**src/rtl/srg_mult_pkg.sv**
```systemverilog
// Shared definitions for the MULT/MULTU sequencer: state encoding and timing constants.
package srg_mult_pkg;

   localparam int DEF_WIDTH = 32;
   localparam int MUL_STEPS = DEF_WIDTH;
   localparam int LATENCY   = DEF_WIDTH + 5;

   typedef enum logic [2:0] {
      ST_IDLE   = 3'd0,
      ST_NEG_A  = 3'd1,
      ST_NEG_B  = 3'd2,
      ST_MUL    = 3'd3,
      ST_NEG_LO = 3'd4,
      ST_NEG_HI = 3'd5,
      ST_DONE   = 3'd6
   } state_t;

endpackage

```
**src/rtl/srg_mult_seq.sv**
```systemverilog
// Radix-2 shift-add MULT/MULTU sequencer. Signed operands are reduced to magnitudes,
// multiplied unsigned, and the 64-bit result is negated at the end when the signs differ.
// All additions go through one external adder reached via the add_* ports.
module srg_mult_seq
   import srg_mult_pkg::*;
#(
   parameter int WIDTH = DEF_WIDTH
) (
   input  logic             clk,
   input  logic             reset,
   input  logic             start,
   input  logic             is_signed,
   input  logic [WIDTH-1:0] op_a,
   input  logic [WIDTH-1:0] op_b,
   output logic             busy,
   output logic             done,
   output logic [WIDTH-1:0] hi,
   output logic [WIDTH-1:0] lo,
   output logic [WIDTH-1:0] add_a,
   output logic [WIDTH-1:0] add_b,
   output logic             add_cin,
   input  logic [WIDTH-1:0] add_sum,
   input  logic             add_cout
);

   localparam int               CNT_W     = $clog2(WIDTH);
   localparam logic [CNT_W-1:0] LAST_STEP = CNT_W'(WIDTH - 1);

   state_t           state_q, state_d;
   logic [WIDTH-1:0] mcand_q, mcand_d;
   logic [WIDTH-1:0] hi_q, hi_d;
   logic [WIDTH-1:0] lo_q, lo_d;
   logic [CNT_W-1:0] step_q, step_d;
   logic             carry_q, carry_d;
   logic             neg_q, neg_d;
   logic             sgn_q, sgn_d;
   logic             busy_q, busy_d;
   logic             done_q, done_d;

   // Adder operand selection: depends only on state and registers, never on inputs.
   always_comb begin
      add_a   = '0;
      add_b   = '0;
      add_cin = 1'b0;
      case (state_q)
         ST_NEG_A: begin
            add_a   = ~mcand_q;
            add_cin = 1'b1;
         end
         ST_NEG_B: begin
            add_a   = ~lo_q;
            add_cin = 1'b1;
         end
         ST_MUL: begin
            add_a = hi_q;
            add_b = lo_q[0] ? mcand_q : '0;
         end
         ST_NEG_LO: begin
            add_a   = ~lo_q;
            add_cin = 1'b1;
         end
         ST_NEG_HI: begin
            add_a   = ~hi_q;
            add_cin = carry_q;
         end
         default: ;
      endcase
   end

   // Next-state and datapath update; the low-half negate carry feeds the high-half negate.
   always_comb begin
      state_d = state_q;
      mcand_d = mcand_q;
      hi_d    = hi_q;
      lo_d    = lo_q;
      step_d  = step_q;
      carry_d = carry_q;
      neg_d   = neg_q;
      sgn_d   = sgn_q;
      case (state_q)
         ST_IDLE: begin
            if (start) begin
               state_d = ST_NEG_A;
               mcand_d = op_a;
               lo_d    = op_b;
               hi_d    = '0;
               sgn_d   = is_signed;
               neg_d   = is_signed & (op_a[WIDTH-1] ^ op_b[WIDTH-1]);
               carry_d = 1'b0;
               step_d  = '0;
            end
         end
         ST_NEG_A: begin
            if (sgn_q & mcand_q[WIDTH-1]) mcand_d = add_sum;
            state_d = ST_NEG_B;
         end
         ST_NEG_B: begin
            if (sgn_q & lo_q[WIDTH-1]) lo_d = add_sum;
            state_d = ST_MUL;
         end
         ST_MUL: begin
            {hi_d, lo_d} = {add_cout, add_sum, lo_q[WIDTH-1:1]};
            if (step_q == LAST_STEP) begin
               step_d  = '0;
               state_d = ST_NEG_LO;
            end else begin
               step_d = step_q + 1'b1;
            end
         end
         ST_NEG_LO: begin
            if (neg_q) begin
               lo_d    = add_sum;
               carry_d = add_cout;
            end
            state_d = ST_NEG_HI;
         end
         ST_NEG_HI: begin
            if (neg_q) hi_d = add_sum;
            state_d = ST_DONE;
         end
         ST_DONE: begin
            state_d = ST_IDLE;
         end
         default: begin
            state_d = ST_IDLE;
         end
      endcase
      busy_d = (state_d != ST_IDLE);
      done_d = (state_d == ST_DONE);
   end

   // State and datapath registers; reset aborts any operation and clears all results.
   always_ff @(posedge clk) begin
      if (reset) begin
         state_q <= ST_IDLE;
         mcand_q <= '0;
         hi_q    <= '0;
         lo_q    <= '0;
         step_q  <= '0;
         carry_q <= 1'b0;
         neg_q   <= 1'b0;
         sgn_q   <= 1'b0;
         busy_q  <= 1'b0;
         done_q  <= 1'b0;
      end else begin
         state_q <= state_d;
         mcand_q <= mcand_d;
         hi_q    <= hi_d;
         lo_q    <= lo_d;
         step_q  <= step_d;
         carry_q <= carry_d;
         neg_q   <= neg_d;
         sgn_q   <= sgn_d;
         busy_q  <= busy_d;
         done_q  <= done_d;
      end
   end

   assign busy = busy_q;
   assign done = done_q;
   assign hi   = hi_q;
   assign lo   = lo_q;

endmodule
```
**config.mk**
```make
export PLATFORM = sky130hd
export DESIGN_NAME = srg_mult_seq
export DESIGN_NICKNAME = d
export VERILOG_FILES = /design/src/rtl/srg_mult_pkg.sv /design/src/rtl/srg_mult_seq.sv
export SDC_FILE = /design/constraint.sdc
export NUM_CORES = 1
export LEC_CHECK = 0
export BUFFER_PORTS_ARGS = -buffer_cell sky130_fd_sc_hd__clkbuf_2
export CORE_ASPECT_RATIO = 1.1
export CORE_UTILIZATION = 55
export CTS_CLUSTER_DIAMETER = 60
export DETAILED_ROUTE_END_ITERATION = 8
export HOLD_SLACK_MARGIN = 0.02
export PLACE_DENSITY = 0.94
export RECOVER_POWER = 50
export SLEW_MARGIN = 20
export SYNTH_ARGS = -nofsm -noshare
export SYNTH_HDL_FRONTEND = slang
export SYNTH_SLANG_ARGS = --single-unit
```
**constraint.sdc**
```tcl
create_clock -name clk -period 4.3 [get_ports clk]
set_input_delay 0.86 -clock clk [delete_from_list [all_inputs] [get_ports clk]]
set_output_delay 0.86 -clock clk [all_outputs]
set_load 0.1 [all_outputs]
```
==> metrics.txt <==
first-pass GRT wire length=approximately 38000 microns; Pleak=roughly 3.5 nW; Post-DP HPWL=approximately 16000 microns; violated checks=capacitance limit, slew limit; htree depth=3; TritonCTS clock tree=built; die area=between 10000 and 15000 sq um; period utilization=between 90 and 100%; Die Y=about 120 microns; # rows=between 40 and 50; Seq/Total Area, Yosys=31.7%; post-CTS setup buffers=0; DR WL met2=roughly 12000 microns; R2R depth=6; CTS sink count=109; Max Slew Vio Count=68; CTS Buffer Depth=2; Worst Path Class, Setup=reg2out; mux cell area share after synthesis=under 10%; area growth from synthesis to layout=28.0%; Least-Margin Pin Slew=2.04 ns; CP Launch Type=flop; Period minus WS final=around 4 ns; skew final=about 0.011 ns; TritonCTS buffer count=9; outcome=complete, but fails checks; PortBufs=about 230; initial antenna violation count=0; post_cts resized=0; drt drc=0; Yosys warnings=0; Pwr per Cell Area=388 nW/um^2; ys flop type=dfxtp_1; CP bufs+invs=1; CP max stage delay=slightly below 1 ns; flops & latches, synth=~110; asr flop ratio synth=0%; # nets final=approximately 1100; antenna diode count=0; WL met3=between 2000 and 3000 microns; reg-to-reg setup timing slack=roughly 0.85 ns; hold wc startpoint=mcand_q[29]; Setup Viol. Count Final=0; CP Capture Type=primary output; CP max FO=40; largest net degree at the start of global routing=108; fmax=247 MHz; Iteration-0 DRC Markers=1092; die width=between 100 and 150 microns; critical path's top delay family=simple AND/OR/NAND/NOR gates; Synth Instances=between 800 and 900; adder-cell area share of the yosys netlist=less than 1%; max_slew headroom=-36.3%; critical path data arrival time=roughly 3.2 ns; max capacitance violation total=2; Root Driver=clkbuf_16; GPL Wtd Cong=around 0.93; DR vias/cell=6.84; Mapped Area=around 6900 sq um; gr ovfl total=0; Initial Utilization=roughly 57%; Vias=8070; Place WS=between 0.8 and 0.9 ns; unrepaired setup endpoints after global routing=no; vias in the first global route=7538; WHS Endpoint=mcand_q[29]; Mean Syn Cell Area=about 8 sq um; Reg2Reg Capture Point=hi[9]; I/O pins=about 230; setup TNS=0 ns; largest family of logic cells by synthesized area=compound AO/OA/AOI/OAI gates; RR Startpoint=state_q[1]; core area=12100 sq um; Yosys cell types=39; setup ws final=0.249 ns; Synthesized Nets=~970; CP Cell Sequence=or2_2, o22ai_1, a211oi_1, clkbuf_2; slowest library cell on the worst path=or2_2; Storage cell area=between 2000 and 2500 sq um; Detail Route Antenna Nets=0; worst skew pair latency=approximately 0.34 ns; worst hold path depth=2; complex-gate fraction of the synthesized area=~34%; simple-gate portion of the synthesized area=between 20% and 30%; DRT Pass-1 Iters=9; Hold WC Path Type=reg2reg; final WL=between 20000 and 30000 microns; ratio of cells with drive above 1 in the final layout=26.8%; Synth Area in XOR/XNOR=0.382%; All-Layer GR Usage=between 30% and 40%; max layer used=met4; CTS Hold Bufs=0; number of enable flip-flop cells after synthesis=0; Hold Vio Cnt, Final=0; routed length per instance=approximately 21 microns; Layout fillers=just over 900; Multi-input gate area=around 4400 sq um; peak supply drop=about 0.30 mV; clock slew at reported path FFs=roughly 0.070 ns; Metal-1 WL=about 9000 microns; Worst Path Required=approximately 3.4 ns
[report_power, final]
group	switching [mW]	leakage [nW]	internal, mW
combinational	1.12	2.43	0.320
clock	0.393	0.135	0.414
sequential	0.0966	0.892	1.08
total	1.61	3.46	1.81
[worst register-to-register path, delay by kind of cell, from the launching register on]
| kind | cells | cell delay [ns] |
|---|---|---|
| AND/OR/NAND/NOR | 2 | 1.09 |
| buffers and inverters | 2 | 0.94 |
| flip-flops | 1 | 0.89 |
| AO/OA/AOI/OAI | 2 | 0.34 |
[synthesized netlist by cell type, types with 2 or more instances]
| library cell | number | area share (%) |
|---|---|---|
| nor2_1 | 137 | 7.5 |
| dfxtp_1 | 109 | 32 |
| o22ai_1 | 94 | 8.5 |
| a211oi_1 | 67 | 7.3 |
| clkbuf_1 | 65 | 3.5 |
| a21oi_1 | 43 | 3.1 |
| nand2b_1 | 36 | 3.3 |
| a22oi_1 | 34 | 3.7 |
| mux2i_1 | 34 | 4.9 |
| nor3_1 | 34 | 2.5 |
| and3_1 | 33 | 3.0 |
| nand4b_1 | 33 | 4.2 |
| a211o_1 | 32 | 4.1 |
| o31ai_2 | 30 | 5.5 |
| buf_2 | 19 | 1.4 |
| buf_1 | 13 | 0.71 |
| buf_6 | 8 | 1.3 |
| nand2_1 | 6 | 0.33 |
| o21ai_0 | 6 | 0.44 |
| inv_1 | 4 | 0.22 |
| nand3_1 | 4 | 0.29 |
| ha_1 | 2 | 0.36 |
| o31ai_1 | 2 | 0.22 |
| xor2_1 | 2 | 0.25 |
[state kept, by name, indices dropped and copies added, names as in the netlist]
signal	flops
hi	32
step_q	5
carry_q	1
busy	1
lo	32
state_q	3
mcand_q	32
neg_q	1
done	1
sgn_q	1
[metrics by stage]
| stage | instances | instance area (sq um) | utilization, % | total power, mW | hold slack [ns] |
|---|---|---|---|---|---|
| after floorplan | 862 | 7040 | - | 2.35 | 0.450 |
| after CTS | 1180 | 8930 | 73.6 | 3.42 | 0.512 |
| after detailed placement | 1164 | 8650 | 71.2 | 2.63 | 0.488 |
| after global routing | 1180 | 8820 | 72.6 | 3.53 | 0.527 |
| after global placement | 1164 | 8650 | 71.2 | 2.60 | 0.461 |
| final | 1180 | 8820 | 72.6 | 3.42 | 0.511 |
[cells in the final DEF, fill, tap and decap left out, drive strengths merged]
master / Yosys / routed
clkbuf: 65 / 211
nor2: 138 / 138
dfxtp: 109 / 109
o22ai: 95 / 95
a211oi: 67 / 67
buf: 41 / 53
a21oi: 44 / 44
nand2b: 36 / 36
mux2i: 34 / 34
nor3: 34 / 34
a22oi: 34 / 34
and3: 33 / 33
nand4b: 33 / 33
a211o: 32 / 32
o31ai: 32 / 32
nand2: 6 / 6
o21ai: 6 / 6
inv: 4 / 6
nand3: 4 / 4
or2: 2 / 2
ha: 2 / 2
clkinvlp: 0 / 2
xor2: 2 / 2
clkinv: 0 / 2
o21bai: 1 / 1
xnor2: 1 / 1
or3b: 1 / 1
a21o: 1 / 1
a31oi: 1 / 1
and2: 1 / 1
nor2b: 1 / 1
nand4: 1 / 1
o31a: 1 / 1
[area by class of cell]
| type | instances | share of cell area [%] |
|---|---|---|
| sequential | 109 | 24.8 |
| tap | 154 | 2.19 |
| clock inverter | 6 | 0.525 |
| inverter | 4 | 0.170 |
| multi-input combinational | 643 | 49.9 |
| timing repair buffer | 254 | 19.8 |
| clock buffer | 10 | 2.71 |
[per-layer routing]
layer  vias up  track usage (%)
met5         -                0
met3       123             5.42
met2       622             62.0
met4         0             20.2
met1      3740             46.5
li1       3585                -
[cell families after synthesis]
kind of cell             after synthesis
AND/OR/NAND/NOR                      290
multiplexers                          34
AO/OA/AOI/OAI                        314
buffers and inverters                110
flip-flops                           109
XOR/XNOR                               3
adder cells (fa/ha/maj)                2
[how the worst max path moves through the flow]
stage	startpoint	endpoint	depth (start not counted)
2_1_floorplan	hi[20]	add_a[20]	2
3_3_place_gp	state_q[2]	add_a[20]	4
3_5_place_dp	state_q[2]	add_a[20]	4
4_1_cts	state_q[2]	add_a[20]	4
5_1_grt	state_q[1]	add_a[20]	4
6_report	state_q[1]	add_a[20]	4
(Power assumes the default switching activity.)
